$ cat src/rtl/cdc_handshake_tx.sv
// cdc_handshake_tx: launching end of a 4-phase req/ack crossing, clocked by clk1.
// Optional request timeout is compiled in when CDC_TX_TIMEOUT_EN is defined.
//
// state   | meaning
// IDLE    | waiting for a word; ready only while synchronized ack is low
// REQ     | req_out high, data_out frozen, waiting for ack_sync high
// ACK_LOW | req_out low, data_out frozen, waiting for ack_sync low

module cdc_handshake_tx #(
  parameter int DATA_W         = 8,
  parameter int SYNC_STAGES    = 2,
  parameter int TIMEOUT_CYCLES = 64
) (
  input  logic              clk1,
  input  logic              rst,
  input  logic              src_valid,
  input  logic [DATA_W-1:0] src_data,
  output logic              src_ready,
  output logic              req_out,
  output logic [DATA_W-1:0] data_out,
  input  logic              ack_in,
  output logic              tx_done,
  output logic              timeout_err
);

  typedef enum logic [1:0] {
    IDLE    = 2'd0,
    REQ     = 2'd1,
    ACK_LOW = 2'd2
  } state_t;

  state_t                 state_q, state_d;
  logic [SYNC_STAGES-1:0] ack_ff;
  logic                   ack_sync;
  logic                   req_d;
  logic [DATA_W-1:0]      data_d;
  logic                   tx_done_d;

  assign ack_sync  = ack_ff[SYNC_STAGES-1];
  // Blocking on tx_done keeps completion and the next acceptance in separate cycles.
  assign src_ready = (state_q == IDLE) && !ack_sync && !tx_done;

  always_ff @(posedge clk1) begin
    if (rst) begin
      ack_ff   <= '0;
      state_q  <= IDLE;
      req_out  <= 1'b0;
      data_out <= '0;
      tx_done  <= 1'b0;
    end else begin
      ack_ff   <= {ack_ff[SYNC_STAGES-2:0], ack_in};
      state_q  <= state_d;
      req_out  <= req_d;
      data_out <= data_d;
      tx_done  <= tx_done_d;
    end
  end

`ifdef CDC_TX_TIMEOUT_EN
  localparam int               CNT_W    = $clog2(TIMEOUT_CYCLES + 1);
  localparam logic [CNT_W-1:0] CNT_LAST = CNT_W'(TIMEOUT_CYCLES - 1);

  logic [CNT_W-1:0] cnt_q, cnt_d;
  logic             abort_q, abort_d;
  logic             timeout_d;

  // abort_q suppresses tx_done for a word whose request was abandoned.
  always_ff @(posedge clk1) begin
    if (rst) begin
      cnt_q       <= '0;
      abort_q     <= 1'b0;
      timeout_err <= 1'b0;
    end else begin
      cnt_q       <= cnt_d;
      abort_q     <= abort_d;
      timeout_err <= timeout_d;
    end
  end
`else
  assign timeout_err = 1'b0;
`endif

  always_comb begin
    state_d   = state_q;
    req_d     = req_out;
    data_d    = data_out;
    tx_done_d = 1'b0;
`ifdef CDC_TX_TIMEOUT_EN
    cnt_d     = cnt_q;
    abort_d   = abort_q;
    timeout_d = 1'b0;
`endif
    case (state_q)
      IDLE: begin
        if (src_valid && src_ready) begin
          data_d  = src_data;
          req_d   = 1'b1;
          state_d = REQ;
`ifdef CDC_TX_TIMEOUT_EN
          cnt_d   = '0;
          abort_d = 1'b0;
`endif
        end
      end
      REQ: begin
        if (ack_sync) begin
          req_d   = 1'b0;
          state_d = ACK_LOW;
        end
`ifdef CDC_TX_TIMEOUT_EN
        else if (cnt_q == CNT_LAST) begin
          req_d     = 1'b0;
          timeout_d = 1'b1;
          abort_d   = 1'b1;
          state_d   = ACK_LOW;
        end else begin
          cnt_d = cnt_q + 1'b1;
        end
`endif
      end
      ACK_LOW: begin
        if (!ack_sync) begin
          state_d = IDLE;
`ifdef CDC_TX_TIMEOUT_EN
          tx_done_d = !abort_q;
`else
          tx_done_d = 1'b1;
`endif
        end
      end
      default: state_d = IDLE;
    endcase
  end

endmodule

$ cat config.mk
export PLATFORM = sky130hd
export DESIGN_NAME = cdc_handshake_tx
export DESIGN_NICKNAME = d
export VERILOG_FILES = /design/src/rtl/cdc_handshake_tx.sv
export SDC_FILE = /design/constraint.sdc
export NUM_CORES = 1
export LEC_CHECK = 0
export CORE_UTILIZATION = 35
export DETAILED_ROUTE_END_ITERATION = 7
export MAX_ROUTING_LAYER = met4
export PLACE_DENSITY = 0.72
export SYNTH_ARGS = -nofsm -noshare
export SYNTH_HDL_FRONTEND = slang
export SYNTH_SLANG_ARGS = --single-unit
$ cat constraint.sdc
create_clock -name clk1 -period 2.3 [get_ports clk1]
set_input_delay 0.345 -clock clk1 [delete_from_list [all_inputs] [get_ports clk1]]
set_output_delay 0.345 -clock clk1 [all_outputs]
set_load 0.1 [all_outputs]
==> reports/metrics.cfg <==
[status]
status = finished clean

[worst_hold_path]
hold_class = register to register
holdPathEnd = ack_ff[1]
min_from = ack_ff[0]
min_path_cells = 1

[critical_path]
cp.arrival_ps = 1330
timing.rr.end = data_out[6]
r2r-start = state_q[0]
cp_cell_sequence = nor4_2 > buf_4 > buf_12
ff2ff_setup_slack_ps = 900
slowest_delay_ps = 360
crit_family = buffers and inverters
critPathLaunchType = register
path_class = register to output port
end_kind = output port
required_ps = 1960
cp-startpoint = state_q[0]
path_max_fanout = 11
rr_worst_depth = 4
path_buf_inv = 2
critPathSlowestCell = dfxtp_1

[cts]
ctsResizeCount = 0
cts_buffers = 3
h-tree-depth = 1
cts.path.max_buffers = 2
post_cts_buffers = 0
insertion_delay_ps = 280
cts_tree = done
root_buffer = clkbuf_4
cts_hold_buf = 0
cts.sinks = 14
clkTransAtPathRegs_ps = 100

[floorplanning]
die_x_um = 42.2
dieHeight_um = 42.2
dieArea_um2 = 1780
core_area_um2 = 1510
rows = 14
start_util_pct = 37.6
ios = 24

[sta]
hold_viol = 0
period_share_pct = 72.7
finalSetupTns_ps = 0
rsz0062_at_grt = false
setup_viol = 0
slew_headroom_pct = 60.5
skew_ps = 10.1
worst_slew_pin_slew_ps = 590
finalCriticalPeriod_ps = 1670
maxSlewViolCount = 0
fmax_mhz = 598
holdWs_ps = 439

[final_layout]
drive_above_1_share_pct = 23.8
diodes = 0
layout.nets = 93
area_growth_pct = 43.0

[logic_synthesis]
synth_top_family_by_area = simple AND/OR/NAND/NOR gates
synth_seq_cells = 14
synthXorXnorAreaFrac_pct = 1.55
yosys_warnings = 0
synthAdderAreaFrac_pct = 0
synth_cell_type_count = 18
synth_compound_area_share_pct = 8.83
synthMuxAreaShare_pct = 0
synthSimpleGateAreaFrac_pct = 33.8
syn-instance-count = 58
synth.avg_cell_area_um2 = 9.77
syn_area_um2 = 567
syn_nets = 70
ys_seq_area_share_pct = 49.4

[global_routing]
overflow = 0
grt.total_usage_pct = 14.5
antenna_found_initial = 0
grt_pass1_vias = 447
grt_pass1_wl_um = 1900
grt_max_degree = 23

[routing]
routed_wl_um = 1160
vias_per_cell = 5.05
remaining_drc_errors = 0
vias = 485
avgRoutedWirePerCell_um = 12.1
ant_nets = 0
drt_iter0_markers = 9
firstDrtPassIters = 4

[placed_design]
place_hpwl_um = 786
numPortBuffers = 22
gp_congestion = 0.715

[power_and_ir_drop]
switching_share_pct = 36.1
intPower_mw = 0.413
ir_drop_v = 0.000313
comb_power_share_pct = 30.9
pwr-share-seq_pct = 41.3
p_sw_mw = 0.233
clock_power_share_pct = 27.7
power.density_nw_per_um2 = 797
p_leak_nw = 0.313

[job]
maxCapViolations = 0

-- Yosys cell counts --
cell,n,share of area [%]
a21oi_1,2,1.8
or3b_2,1,1.5
buf_2,2,1.8
nor2b_1,2,2.2
nand2b_1,8,8.8
nor3b_1,1,1.3
clkbuf_1,2,1.3
o21ai_1,8,7.1
dfxtp_1,14,49
nor4_2,1,2.2
xnor2_1,1,1.5
and2_1,1,1.1
conb_1,1,0.66
nand4b_1,8,12
buf_4,2,2.6
nor4b_1,1,1.5
nand3b_1,1,1.3
nand2_1,2,1.3
-- registers in the layout (all words and copies together) (netlist names) --
register and cells:
ack_ff 2, state_q 2, tx_done 1, req_out 1
data_out 8
-- metal layers --
metal	global-route usage [%]	up-vias	share of wire [%]
li1	-	243	-
met1	18.3	225	49
met2	20.3	15	45
met3	3.88	2	4.6
met4	9.38	0	1.1
met5	-	-	0
-- layout make-up --
type,count,area (um2)
Timing Repair Buffer,24,220
Tap cell,16,20.0
Fill cell,141,696
Multi-Input combinational cell,38,254
Clock buffer,4,36.3
Sequential cell,14,280
-- worst max path at each step --
stage,end,slack (ps),cells past startpoint
6_report,src_ready,630,3
5_1_grt,src_ready,580,3
4_1_cts,src_ready,620,3
3_5_place_dp,data_out[3],750,3
3_3_place_gp,data_out[3],770,3
2_1_floorplan,src_ready,660,2
-- through the flow --
step	cell area [um2]	utilization (%)	power, mW	setup WS [ps]	std cells
finish	811	53.8	0.646	629	96
global placement	774	51.4	0.472	765	92
global route	811	53.8	0.668	579	96
detailed placement	774	51.4	0.473	747	92
floorplan	567	-	0.419	659	58
CTS	811	53.8	0.648	617	96
-- cells by family (layout without fill, tap and decap cells) --
group	after synthesis	count (layout)
AND/OR/NAND/NOR	26	26
XOR/XNOR	1	1
AO/OA/AOI/OAI	10	10
buffers and inverters	6	28
other	1	1
flip-flops	14	14
-- power by group through the flow --
stage               Clock (mW)  Combinational (mW)  Sequential [mW]
floorplan                    0              0.0638            0.355
global placement             0               0.199            0.273
detailed placement           0               0.200            0.273
CTS                      0.180               0.200            0.267
global route             0.191               0.207            0.270
finish                   0.179               0.200            0.267
-- layout by cell type (no fill, tap or decap) --
master / Yosys / final
clkdlybuf4s50_1: 0 / 11
buf_4: 2 / 12
conb_1: 1 / 1
dfxtp_1: 14 / 14
a21oi_1: 2 / 2
nand2b_1: 8 / 8
nor3b_1: 1 / 1
nor2b_1: 2 / 2
nand4b_1: 8 / 8
clkbuf_8: 0 / 1
or3b_2: 1 / 1
nor4_2: 1 / 1
nand2_1: 2 / 2
o21ai_1: 8 / 8
and2_1: 1 / 1
xnor2_1: 1 / 1
nor4b_1: 1 / 1
buf_12: 0 / 1
nand3b_1: 1 / 1
clkbuf_4: 0 / 3
No activity file was read; power rests on OpenSTA's default activity.
